--- config.mk ---
export PLATFORM = sky130hd
export DESIGN_NAME = uart_msg_scheduler
export DESIGN_NICKNAME = d
export VERILOG_FILES = /design/src/rtl/uart_msg_scheduler.sv
export SDC_FILE = /design/constraint.sdc
export NUM_CORES = 1
export LEC_CHECK = 0
export ABC_AREA = 1
export CAP_MARGIN = 20
export CELL_PAD_IN_SITES_DETAIL_PLACEMENT = 1
export CELL_PAD_IN_SITES_GLOBAL_PLACEMENT = 2
export CORE_MARGIN = 2
export CORE_UTILIZATION = 34
export CTS_CLUSTER_SIZE = 25
export DETAILED_ROUTE_END_ITERATION = 6
export GPL_TIMING_DRIVEN = 0
export HOLD_SLACK_MARGIN = 0.1
export PLACE_DENSITY = 0.8
export SLEW_MARGIN = 25
export SYNTH_ARGS = -nofsm -noshare
export SYNTH_HDL_FRONTEND = slang
export SYNTH_SLANG_ARGS = --single-unit
--- constraint.sdc ---
create_clock -name clk_50M -period 2.95 [get_ports clk_50M]
set_clock_uncertainty 0.05 [all_clocks]
set_input_delay 0.885 -clock clk_50M [delete_from_list [all_inputs] [get_ports clk_50M]]
set_output_delay 0.885 -clock clk_50M [all_outputs]
set_load 0.02 [all_outputs]
--- src/rtl/uart_msg_scheduler.sv ---
// Round-robin arbiter + code FIFO feeding the single UART TX over a 4-phase req/ack,
// with duplicate/zero filtering, post-message pacing and a terminal STOP code.
`timescale 1ns/1ps
module uart_msg_scheduler #(
    parameter int         NREQ       = 3,
    parameter int         FIFO_DEPTH = 8,
    parameter int         GAP_CYCLES = 60000,
    parameter logic [4:0] STOP_CODE  = 5'd31
) (
    input  logic                          clk_50M,
    input  logic                          rst_n,
    input  logic [NREQ-1:0]               src_req,
    input  logic [5*NREQ-1:0]             src_code,
    output logic [NREQ-1:0]               src_ack,
    output logic                          tx_req,
    output logic [4:0]                    tx_code,
    input  logic                          tx_ack,
    output logic [$clog2(FIFO_DEPTH):0]   fifo_count,
    output logic [7:0]                    drop_cnt,
    output logic                          done
);
    localparam int PW = (NREQ > 1) ? $clog2(NREQ) : 1;
    localparam int AW = (FIFO_DEPTH > 1) ? $clog2(FIFO_DEPTH) : 1;
    localparam int CW = $clog2(FIFO_DEPTH) + 1;
    localparam int GW = $clog2(GAP_CYCLES + 1);

    typedef enum logic [1:0] {S_IDLE, S_REQ, S_REL, S_GAP} state_t;

    state_t          r_state, w_state_nxt;
    logic            r_ack_meta, r_ack_s;
    logic [NREQ-1:0] r_src_ack;
    logic [PW-1:0]   r_rr_ptr;
    logic            r_gnt_vld;
    logic [4:0]      r_gnt_code;
    logic [4:0]      r_mem [FIFO_DEPTH];
    logic [AW-1:0]   r_wptr, r_rptr;
    logic [CW-1:0]   r_count;
    logic [4:0]      r_tx_code, r_last_code;
    logic            r_tx_req, r_done;
    logic [7:0]      r_drop_cnt;
    logic [GW-1:0]   r_gap;

    logic [4:0]      w_codes [NREQ];
    logic [NREQ-1:0] w_elig, w_gnt_1h;
    logic            w_block, w_gnt_vld;
    logic [PW-1:0]   w_gnt_idx;
    int              w_idx;
    logic            w_push, w_late_drop, w_pop, w_dup, w_issue;
    logic [4:0]      w_head;
    logic [8:0]      w_drop_sum;

    for (genvar g = 0; g < NREQ; g++) begin : g_code
        assign w_codes[g] = src_code[5*g +: 5];
    end

    assign w_elig   = src_req & ~r_src_ack;
    // A grant already in the push stage counts as occupied so the FIFO can never overflow.
    assign w_block  = ({1'b0, r_count} + {{CW{1'b0}}, r_gnt_vld}) >= (CW+1)'(FIFO_DEPTH);

    always_comb begin
        w_gnt_vld = 1'b0;
        w_gnt_idx = '0;
        w_idx     = 0;
        for (int k = 0; k < NREQ; k++) begin
            w_idx = int'(r_rr_ptr) + k;
            if (w_idx >= NREQ) w_idx = w_idx - NREQ;
            if (!w_gnt_vld && !w_block && w_elig[PW'(w_idx)]) begin
                w_gnt_vld = 1'b1;
                w_gnt_idx = PW'(w_idx);
            end
        end
    end

    assign w_gnt_1h    = w_gnt_vld ? (NREQ'(1) << w_gnt_idx) : '0;
    assign w_push      = r_gnt_vld && !r_done && (r_gnt_code != 5'd0);
    assign w_late_drop = r_gnt_vld && r_done;
    assign w_head      = r_mem[r_rptr];
    assign w_issue     = w_pop && !w_dup;
    assign w_drop_sum  = {1'b0, r_drop_cnt} + {8'd0, w_late_drop} + {8'd0, w_dup};

    always_comb begin
        w_state_nxt = r_state;
        w_pop       = 1'b0;
        w_dup       = 1'b0;
        case (r_state)
            S_IDLE: if (r_count != '0 && !r_ack_s) begin
                w_pop = 1'b1;
                if (w_head == r_last_code) w_dup = 1'b1;
                else                       w_state_nxt = S_REQ;
            end
            S_REQ:  if (r_ack_s)        w_state_nxt = S_REL;
            S_REL:  if (!r_ack_s)       w_state_nxt = S_GAP;
            S_GAP:  if (r_gap == '0)    w_state_nxt = S_IDLE;
            default:                    w_state_nxt = S_IDLE;
        endcase
    end

    always_ff @(posedge clk_50M) begin
        if (!rst_n) r_state <= S_IDLE;
        else        r_state <= w_state_nxt;
    end

    always_ff @(posedge clk_50M) begin
        if (!rst_n) begin
            // Synchronizer resets high so a TX ack still held across reset is honoured.
            r_ack_meta <= 1'b1;
            r_ack_s    <= 1'b1;
            r_src_ack  <= '0;
            r_rr_ptr   <= '0;
            r_gnt_vld  <= 1'b0;
            r_gnt_code <= 5'd0;
        end else begin
            r_ack_meta <= tx_ack;
            r_ack_s    <= r_ack_meta;
            r_src_ack  <= (r_src_ack & src_req) | w_gnt_1h;
            r_gnt_vld  <= w_gnt_vld;
            r_gnt_code <= w_codes[w_gnt_idx];
            if (w_gnt_vld)
                r_rr_ptr <= (w_gnt_idx == PW'(NREQ-1)) ? '0 : w_gnt_idx + 1'b1;
        end
    end

    always_ff @(posedge clk_50M) begin
        if (w_push) r_mem[r_wptr] <= r_gnt_code;
    end

    always_ff @(posedge clk_50M) begin
        if (!rst_n) begin
            r_wptr      <= '0;
            r_rptr      <= '0;
            r_count     <= '0;
            r_tx_req    <= 1'b0;
            r_tx_code   <= 5'd0;
            r_last_code <= 5'd0;
            r_done      <= 1'b0;
            r_drop_cnt  <= 8'd0;
            r_gap       <= '0;
        end else begin
            if (w_push) r_wptr <= r_wptr + 1'b1;
            if (w_pop)  r_rptr <= r_rptr + 1'b1;
            case ({w_push, w_pop})
                2'b10:   r_count <= r_count + 1'b1;
                2'b01:   r_count <= r_count - 1'b1;
                default: r_count <= r_count;
            endcase
            r_drop_cnt <= w_drop_sum[8] ? 8'hFF : w_drop_sum[7:0];
            if (w_issue) begin
                r_tx_req    <= 1'b1;
                r_tx_code   <= w_head;
                r_last_code <= w_head;
            end
            if (r_state == S_REQ && r_ack_s) r_tx_req <= 1'b0;
            if (r_state == S_REL && !r_ack_s) begin
                r_gap <= GW'(GAP_CYCLES - 1);
                if (r_tx_code == STOP_CODE) r_done <= 1'b1;
            end else if (r_state == S_GAP && r_gap != '0) begin
                r_gap <= r_gap - 1'b1;
            end
        end
    end

    assign src_ack    = r_src_ack;
    assign tx_req     = r_tx_req;
    assign tx_code    = r_tx_code;
    assign fifo_count = r_count;
    assign drop_cnt   = r_drop_cnt;
    assign done       = r_done;
endmodule
==> impl_metrics.json, run 1 <==
{
  "synth_top_family_by_area": "simple AND/OR/NAND/NOR gates",
  "syn_inst": 621,
  "insertion_delay_ns": 0.35,
  "avgRoutedWirePerCell_um": 15.6,
  "antennaDiodeCount": 0,
  "dp_cells": 843,
  "cellLeakagePower_nw": 2.74,
  "final_core_util_pct": 45.7,
  "die_area_sq_mm": 0.0153,
  "gp_congestion": 0.796,
  "grt_pass1_wl_um": 21500,
  "yosys.area_share.simple_pct": 27.4,
  "syn_avg_cell_area_sq_um": 7.86,
  "power_mw": 4.98,
  "hold_viol_final": 0,
  "path_class": "reg -> reg",
  "path_max_fanout": 8,
  "root_buffer": "clkbuf_16",
  "first_pass_iters": 4,
  "synth_adder_area_share_pct": 4.66,
  "fin_crit_ns": 3.04,
  "setup_ws_ns": -0.0913,
  "drtIter0Drc": 137,
  "pin_count": 43,
  "cts_tree": "yes",
  "fmax_ghz": 0.329,
  "final_max_slew_viol_count": 0,
  "h-tree-depth": 3,
  "min_period_over_period_pct": 103,
  "holdCritPathClass": "reg -> reg",
  "synth_seq_cells": 99,
  "drt-total-wl_um": 13700,
  "reg2reg_depth": 18,
  "synth_edf_count": 40,
  "drive_above_1_share_pct": 17.2,
  "setup-violations-final": 5,
  "rsz0062_at_grt": "true",
  "numCtsBuffers": 9,
  "synthArstFlopShare_pct": 0,
  "start_kind": "flip-flop",
  "r2r_slack_ns": -0.09,
  "area_growth_pct": 30.5,
  "cp.arrival_ns": 3.26,
  "muxShareOfSynthArea_pct": 0,
  "worstReg2RegEnd": "drop_cnt[7]",
  "clock_sink_count": 99,
  "outcome": "finished, violations left",
  "ys_seq_area_share_pct": 48.8,
  "tns_ns": -0.315,
  "grt_max_degree": 15,
  "die_w_um": 124,
  "die_y_um": 124,
  "end_kind": "flip-flop",
  "grt-ovfl-total": 0,
  "antenna_found_initial": 0,
  "peakVddDrop_mv": 0.326,
  "synth_xor_area_share_pct": 1.44,
  "cts_buffer_depth": 2,
  "route.detailed.drc": 0,
  "cp.required_ns": 3.17,
  "holdBufCountCts": 0,
  "avgViaCountPerCell": 4.83,
  "layout.cells.non_filler": 876,
  "dpl.hpwl_um": 9380,
  "holdWs_ns": 0.367,
  "route.vias.total": 4228,
  "maxSlewHeadroom_pct": 53.1,
  "violations": "setup timing",
  "synthDistinctLibCells": 41,
  "ant_nets": 0,
  "coreArea_sq_mm": 0.0139,
  "synth_warnings": 0,
  "hp-start": "r_ack_meta",
  "syn-cell-area_sq_mm": 0.00488,
  "worst_pin_slew_ns": 0.704,
  "rows": 43,
  "crit_end": "drop_cnt[7]",
  "finalNetCount": 729,
  "powerDensity_mw_per_mm2": 781,
  "numPortBuffers": 42,
  "n_fill_cell": 1652,
  "start_util_pct": 35.0,
  "synth_compound_area_share_pct": 8.20,
  "clk_pin_slew_ns": 0.07,
  "cap_violations": 0,
  "synthFlopType": "dfxtp_1",
  "grt_pass1_vias": 4353,
  "grt_use_total_pct": 18.5,
  "synth_nets": 659
}
-- where the power goes --
part | internal (mW) | leakage (nW) | switching (mW) | total (mW)
sequential | 1.68 | 0.850 | 0.207 | 1.89
combinational | 0.751 | 1.76 | 1.19 | 1.94
clock | 0.651 | 0.133 | 0.499 | 1.15
-- layout make-up --
class / count / area [sq um] / share of cell area, %
clock inverters: 4 / 41.3 / 0.648
flip-flops and latches: 99 / 2390 / 37.5
plain buffers: 10 / 88.8 / 1.39
repair buffers: 60 / 639 / 10.0
multi-input cells: 409 / 2360 / 37.0
inverters: 102 / 393 / 6.16
clock buffers: 12 / 236 / 3.71
well taps: 180 / 225 / 3.53
-- worst min-delay path by stage --
stage                   end  slack, ns  cells past startpoint
finish              r_ack_s       0.37                      1
CTS                 r_ack_s       0.37                      1
global route        r_ack_s       0.40                      1
global placement    r_ack_s       0.35                      1
detailed placement  r_ack_s       0.35                      1
floorplan           r_ack_s       0.34                      1
-- registers in the layout (all words and copies together) (netlist names), named ones only --
signal,cells
r_last_code,5
tx_req,1
done,1
r_wptr,3
r_gnt_vld,1
r_gap,16
r_state,2
r_gnt_code,5
r_mem,40
drop_cnt,8
r_rptr,3
r_rr_ptr,2
src_ack,3
fifo_count,4
r_ack_s,1
r_ack_meta,1
-- layer usage --
metal / global-route usage [%] / vias to the layer above / share of wire (%)
li1: - / 2125 / -
met1: 24.0 / 2023 / 46
met2: 31.1 / 64 / 50
met3: 2.88 / 16 / 2.7
met4: 6.96 / 0 / 1.6
met5: 0 / - / 0
-- cells in the final DEF (no fill, tap or decap), types with 13 or more instances in the layout --
master           synthesis  final
nand2_2                  3     21
clkdlybuf4s50_1          0     42
inv_1                   99     95
o21ai_0                 18     14
a21oi_1                 33     31
nand3_2                  1     13
edfxtp_1                40     40
nand2_1                152    129
buf_4                    1     13
dfxtp_1                 59     55
ha_1                    15     14
nand3_1                 45     26
nor2_1                  81     75
-- cells in the mapped netlist (4+ instances only) --
| cell | instances | area share, % |
|---|---|---|
| nand3_1 | 45 | 4.6 |
| xor2_1 | 6 | 1.1 |
| dfxtp_1 | 59 | 24 |
| o21ai_0 | 18 | 1.8 |
| edfxtp_1 | 40 | 25 |
| nand4_1 | 7 | 0.90 |
| inv_1 | 99 | 7.6 |
| nor3_1 | 11 | 1.1 |
| clkbuf_1 | 4 | 0.31 |
| nand2_1 | 152 | 12 |
| buf_6 | 4 | 0.92 |
| nor2_1 | 81 | 6.2 |
| ha_1 | 15 | 3.8 |
| a31oi_1 | 5 | 0.64 |
| a21oi_1 | 33 | 3.4 |
-- critical path: stages (launching register included) --
cell and delay (ns):
dfxtp_4 0.42, buf_12 0.15, buf_16 0.13, nand2_2 0.07, nand3_2 0.11, nand3_4 0.09
nand2_2 0.06, nand2_2 0.06, nand2_2 0.07, nor2_4 0.13, nand4_1 0.23, fa_2 0.45
inv_2 0.08, buf_4 0.10, nand3_1 0.10, or2_4 0.26, nor3_2 0.14, o21ai_0 0.09
a31oi_1 0.16
-- repair_timing --
action	in CTS	in global routing
resized for setup	36	66
setup endpoints to repair	9	9
buffers inserted	10	5
pin swaps	13	25
endpoints found under the hold margin	0	0
cloned	1	2
-- per-stage QoR --
stage	worst slack (ns)	instance area, sq um
finish	-0.0913	6370
global route	-0.230	6370
CTS	0.000789	6030
detailed placement	-0.485	5530
global placement	-0.460	5530
floorplan	0.246	4880
-- kinds of logic (layout without fill, tap and decap cells) --
logic type               after synthesis  after routing
AO/OA/AOI/OAI                         71             71
XOR/XNOR                               8              8
adder cells (fa/ha/maj)               17             17
buffers and inverters                113            188
flip-flops                            99             99
AND/OR/NAND/NOR                      313            313
No activity file was read; power rests on OpenSTA's default activity.
==> run 2, diff against run 1 <==
--- a/config.mk
+++ b/config.mk
@@ -9,6 +9,7 @@
 export CAP_MARGIN = 20
 export CELL_PAD_IN_SITES_DETAIL_PLACEMENT = 1
 export CELL_PAD_IN_SITES_GLOBAL_PLACEMENT = 2
+export CORE_ASPECT_RATIO = 1.1
 export CORE_MARGIN = 2
 export CORE_UTILIZATION = 34
 export CTS_CLUSTER_SIZE = 25
==> run 2 against run 1 <==
The run still ends with setup timing left. Non-clock buffer count rose by 4. Clock power about the same. Total power shrank 1.0%. Wire length shrank 1.5%. Hold slack improved by 0.0051 ns. Die area hardly changed. Largest power group unchanged.
==> impl_metrics.json, run 2 (same netlist as run 1, synthesis figures left out) <==
{
  "grt-ovfl-total": 0,
  "area_growth_pct": 30.0,
  "route.detailed.drc": 0,
  "path_class": "reg -> reg",
  "cp.required_ns": 3.11,
  "worst_pin_slew_ns": 0.679,
  "r2r_slack_ns": -0.10,
  "avgViaCountPerCell": 4.80,
  "min_path_cells": 1,
  "min_period_over_period_pct": 104,
  "dpl.hpwl_um": 9560,
  "finalNetCount": 733,
  "holdCritPathClass": "reg -> reg",
  "maxSlewHeadroom_pct": 54.7,
  "route.vias.total": 4260,
  "grt_use_met1_pct": 21.5,
  "antenna_found_initial": 0,
  "drt-total-wl_um": 13500,
  "use_met2_pct": 34.3,
  "cts_tree": "yes",
  "hold_viol_final": 0,
  "outcome": "finished, violations left",
  "clock_sink_count": 99,
  "avgRoutedWirePerCell_um": 15.2,
  "grt_use_total_pct": 18.7,
  "cap_violations": 0,
  "place_ws_ns": -0.447,
  "drive_above_1_share_pct": 17.0,
  "layout_commonest_cell": "nand2_1",
  "cts_buffer_depth": 2,
  "die_w_um": 118,
  "largest_reg_flops": 40,
  "top_register": "r_mem",
  "grt_pass1_vias": 4611,
  "power_mw": 4.92,
  "grt_pass1_wl_um": 22500,
  "holdWs_ns": 0.372,
  "final_max_slew_viol_count": 0,
  "antennaDiodeCount": 0,
  "worstReg2RegEnd": "drop_cnt[6]",
  "drtIter0Drc": 148,
  "ant_nets": 0,
  "cp.arrival_ns": 3.22,
  "die_y_um": 130,
  "busiest_layer": "met2",
  "gp_congestion": 0.770,
  "dp_cells": 851,
  "hp-start": "r_ack_meta",
  "clk_pin_slew_ns": 0.07,
  "start_util_pct": 35.1,
  "coreArea_sq_mm": 0.0139,
  "setup-violations-final": 8,
  "grt.met3_usage_pct": 3.57,
  "min_to": "r_ack_s",
  "die_area_sq_mm": 0.0153,
  "h-tree-depth": 3,
  "root_buffer": "clkbuf_16",
  "end_kind": "flip-flop",
  "rows": 45,
  "layout_common_cells": "nand2_1 (135), inv_1 (95), nor2_1 (78), dfxtp_1 (55), clkdlybuf4s50_1 (42)",
  "peakVddDrop_mv": 0.318,
  "start_kind": "flip-flop",
  "tns_ns": -0.408,
  "pin_count": 43,
  "first_pass_iters": 4,
  "numPortBuffers": 42,
  "rsz0062_at_grt": "true",
  "grt_max_degree": 18,
  "layout.cells.non_filler": 888,
  "cellLeakagePower_nw": 2.79,
  "setup_ws_ns": -0.104,
  "path_max_fanout": 8,
  "fmax_ghz": 0.327,
  "insertion_delay_ns": 0.35,
  "powerDensity_mw_per_mm2": 776,
  "reg2reg_depth": 19,
  "fin_crit_ns": 3.05,
  "violations": "setup timing",
  "numCtsBuffers": 9
}
## run 2: cell count changes in the layout (fill, tap and decap cells not counted), moves of 4 or more
cell / before / now
buf_4: 13 / 18
nand2_1: 129 / 135
nand2_2: 21 / 16
nand3_2: 13 / 17
nand3_4: 8 / 4
## run 2: how the worst max path moves through the flow
stage	from	endpoint	slack, ns
global placement	flip-flop	drop_cnt[5]	-0.37
detailed placement	flip-flop	drop_cnt[5]	-0.45
floorplan	fifo_count[1]	drop_cnt[5]	0.25
global route	flip-flop	drop_cnt[1]	-0.27
CTS	flip-flop	drop_cnt[1]	0.001
finish	flip-flop	drop_cnt[6]	-0.10
## run 2: layout make-up
type                            count  area (sq um)
Fill cell                        1734          7560
Inverter                          102           398
Buffer                             10          80.1
Multi-Input combinational cell    409          2310
Timing Repair Buffer               64           654
Clock inverter                      6          47.5
Tap cell                          188           235
Sequential cell                    99          2390
Clock buffer                       10           229
## run 2: through the flow
step                      cell area [sq um]  utilization (%)
after floorplan                        4880                -
after global placement                 5540             39.8
after detailed placement               5540             39.8
after CTS                              6120             44.0
after global routing                   6350             45.6
final                                  6350             45.6
## run 2: critical path: stages, from the launching register on
cell,delay [ns]
dfxtp_4,0.41
buf_8,0.16
buf_4,0.13
nand2_2,0.06
nand3_2,0.06
nand3_2,0.11
nand2_1,0.08
nand2_1,0.08
nand2_2,0.07
nor2_4,0.13
nand4_1,0.24
fa_2,0.45
inv_2,0.08
ha_4,0.14
nand2_4,0.06
nor3_4,0.19
inv_2,0.09
buf_6,0.13
nor3_4,0.15
a211oi_2,0.05
## run 2: report_power, final
| group | internal, mW | switching (mW) |
|---|---|---|
| logic | 0.751 | 1.16 |
| registers | 1.68 | 0.203 |
| clock network | 0.582 | 0.547 |
| total | 3.01 | 1.91 |
## run 2: repair_timing
action                     4_1_cts  5_1_grt
hold buffers                     0        0
setup endpoints to repair        9        9
buffers inserted                13        6
gates resized for setup         50       42
cloned                           2        1
pin swaps                       19       22
## run 2: layer usage
layer | share of wire [%] | up-vias
li1 | - | 2133
met1 | 44 | 2070
met4 | 1.9 | 0
met5 | 0 | -
met3 | 2.0 | 16
met2 | 52 | 41
==> run 3, diff against run 2 <==
--- a/config.mk
+++ b/config.mk
@@ -11,12 +11,12 @@
 export CELL_PAD_IN_SITES_GLOBAL_PLACEMENT = 2
 export CORE_ASPECT_RATIO = 1.1
 export CORE_MARGIN = 2
-export CORE_UTILIZATION = 34
+export CORE_UTILIZATION = 31
 export CTS_CLUSTER_SIZE = 25
 export DETAILED_ROUTE_END_ITERATION = 6
 export GPL_TIMING_DRIVEN = 0
 export HOLD_SLACK_MARGIN = 0.1
-export PLACE_DENSITY = 0.8
+export PLACE_DENSITY = 0.77
 export SLEW_MARGIN = 25
 export SYNTH_ARGS = -nofsm -noshare
 export SYNTH_HDL_FRONTEND = slang
==> constraint.sdc (replaced) <==
create_clock -name clk_50M -period 2.6 [get_ports clk_50M]
set_clock_uncertainty 0.05 [all_clocks]
set_input_delay 0.78 -clock clk_50M [delete_from_list [all_inputs] [get_ports clk_50M]]
set_output_delay 0.78 -clock clk_50M [all_outputs]
set_load 0.02 [all_outputs]
==> run 3 against run 2 <==
The run still ends with setup timing left. Sequential power grew 14%. Clock-buffer cell count stayed put. Global-route usage shrank 0.91 points. Sequential share of layout area shrank 0.42 points. Final cell count grew 2.6%. Maximum frequency rose by 3.9%. Sequential cell count did not move. Non-clock buffer count increased by 11. Critical path type unchanged. Largest power group unchanged.
==> impl_metrics.json, run 3 (same netlist as run 1, synthesis figures left out) <==
{
  "outcome": "finished, violations left",
  "violations": "setup timing",
  "powerDensity_mw_per_mm2": 903,
  "setup-violations-final": 9,
  "dpl_cell_area_sq_mm": 0.00556,
  "fin_crit_ns": 2.94,
  "grt_pass1_wl_um": 22700,
  "root_buffer": "clkbuf_16",
  "maxSlewHeadroom_pct": 58.1,
  "rsz0062_at_grt": "true",
  "h-tree-depth": 3,
  "crit_end": "r_last_code[3]",
  "numCtsBuffers": 9,
  "cp.required_ns": 2.84,
  "highest_layer": "met4",
  "dp_cells": 863,
  "worst_pin_slew_ns": 0.629,
  "insertion_delay_ns": 0.35,
  "clk_pin_slew_ns": 0.07,
  "cap_violations": 0,
  "cp.arrival_ns": 3.18,
  "cts_tree": "yes",
  "pin_count": 43,
  "antennaDiodeCount": 0,
  "n_fill_cell": 1850,
  "route.detailed.drc": 0,
  "route.vias.total": 4311,
  "top_register": "r_mem",
  "hold_viol_final": 0,
  "clock_sink_count": 99,
  "path_class": "reg -> reg",
  "wl_met1_um": 6160,
  "fin_area_sq_mm": 0.00643,
  "end_kind": "flip-flop",
  "final_core_util_pct": 41.4,
  "tns_ns": -2.57,
  "ant_nets": 0,
  "first_pass_iters": 4,
  "drt-total-wl_um": 13800,
  "reg2reg_depth": 21,
  "final_max_slew_viol_count": 0,
  "die_y_um": 136,
  "layout.cells.non_filler": 911,
  "fmax_ghz": 0.340,
  "worstReg2RegEnd": "r_last_code[3]",
  "peakVddDrop_mv": 0.352,
  "place_ws_ns": -0.686,
  "avgViaCountPerCell": 4.73,
  "layout_common_cells": "nand2_1 (134), inv_1 (95), nor2_1 (72), dfxtp_1 (48), clkdlybuf4s50_1 (42)",
  "grt_max_degree": 19,
  "start_kind": "flip-flop",
  "holdCritPathClass": "reg -> reg",
  "coreArea_sq_mm": 0.0156,
  "setup_ws_ns": -0.340,
  "min_period_over_period_pct": 113,
  "grt_use_total_pct": 17.8,
  "power_mw": 5.81,
  "largest_reg_flops": 40,
  "met3_length_um": 322,
  "area_growth_pct": 31.8,
  "holdBufCountCts": 0,
  "avgRoutedWirePerCell_um": 15.1,
  "rows": 48,
  "numPortBuffers": 42,
  "antenna_found_initial": 0,
  "grt-ovfl-total": 0,
  "start_util_pct": 31.4,
  "wl_met2_um": 6960,
  "gp_congestion": 0.790,
  "r2r_slack_ns": -0.34,
  "cts_buffer_depth": 2,
  "layout_commonest_cell": "nand2_1",
  "holdWs_ns": 0.367,
  "drtIter0Drc": 143,
  "dpl.hpwl_um": 9630,
  "multi_input_area_sq_mm": 0.00229,
  "finalNetCount": 744,
  "drive_above_1_share_pct": 20.5,
  "regArea_sq_mm": 0.00240,
  "die_w_um": 124,
  "die_area_sq_mm": 0.0168,
  "path_max_fanout": 6,
  "cellLeakagePower_nw": 2.77,
  "grt_pass1_vias": 4588
}
[run 3: cell count changes in the layout (fill, tap and decap cells not counted), sizes merged]
cell and change:
clkbuf -1, inv +1, clkinvlp -1, buf +12
[run 3: how the worst min path moves through the flow]
stage	startpoint	to	slack [ns]	depth (start not counted)
after floorplan	r_ack_meta	r_ack_s	0.34	1
after global placement	r_ack_meta	r_ack_s	0.35	1
after detailed placement	r_ack_meta	r_ack_s	0.35	1
after CTS	r_ack_meta	r_ack_s	0.37	1
after global routing	r_ack_meta	r_ack_s	0.37	1
final	r_ack_meta	r_ack_s	0.37	1
[run 3: power breakdown]
part	switching, mW	total, mW	internal, mW
Clock	0.635	1.31	0.675
Combinational	1.39	2.36	0.977
Sequential	0.224	2.14	1.91
[run 3: repair_timing]
item,4_1_cts,5_1_grt
pin swaps,26,15
gates cloned,2,0
hold endpoints to repair,0,0
gates resized for setup,72,22
setup buffers,29,2
endpoints found under the setup margin,9,15
[run 3: layout make-up]
| class | instances | share of cell area, % |
|---|---|---|
| Sequential cell | 99 | 37.2 |
| Multi-Input combinational cell | 409 | 35.6 |
| Timing Repair Buffer | 74 | 11.1 |
| Inverter | 102 | 6.15 |
| Tap cell | 200 | 3.89 |
| Clock buffer | 10 | 3.58 |
| Buffer | 11 | 1.54 |
| Clock inverter | 6 | 0.856 |
[run 3: critical path, cell delays in order, from the launching register on]
cell and delay (ns):
dfxtp_2 0.32, buf_8 0.14, inv_8 0.08, buf_8 0.12, nor2_2 0.03, o211ai_1 0.28, nand2_2 0.10, buf_4 0.15
buf_4 0.12, buf_4 0.12, buf_4 0.12, buf_4 0.12, buf_4 0.12, buf_4 0.13, buf_4 0.13, buf_4 0.12
buf_4 0.12, buf_4 0.13, buf_6 0.11, nand3_2 0.07, nand2_1 0.07, a21oi_2 0.12
[run 3: metal layers]
layer  vias up  GRT usage, %
li1       2155             -
met1      2090          21.8
met2        47          30.6
met3        19          2.78
met4         0          7.45
met5         -             0
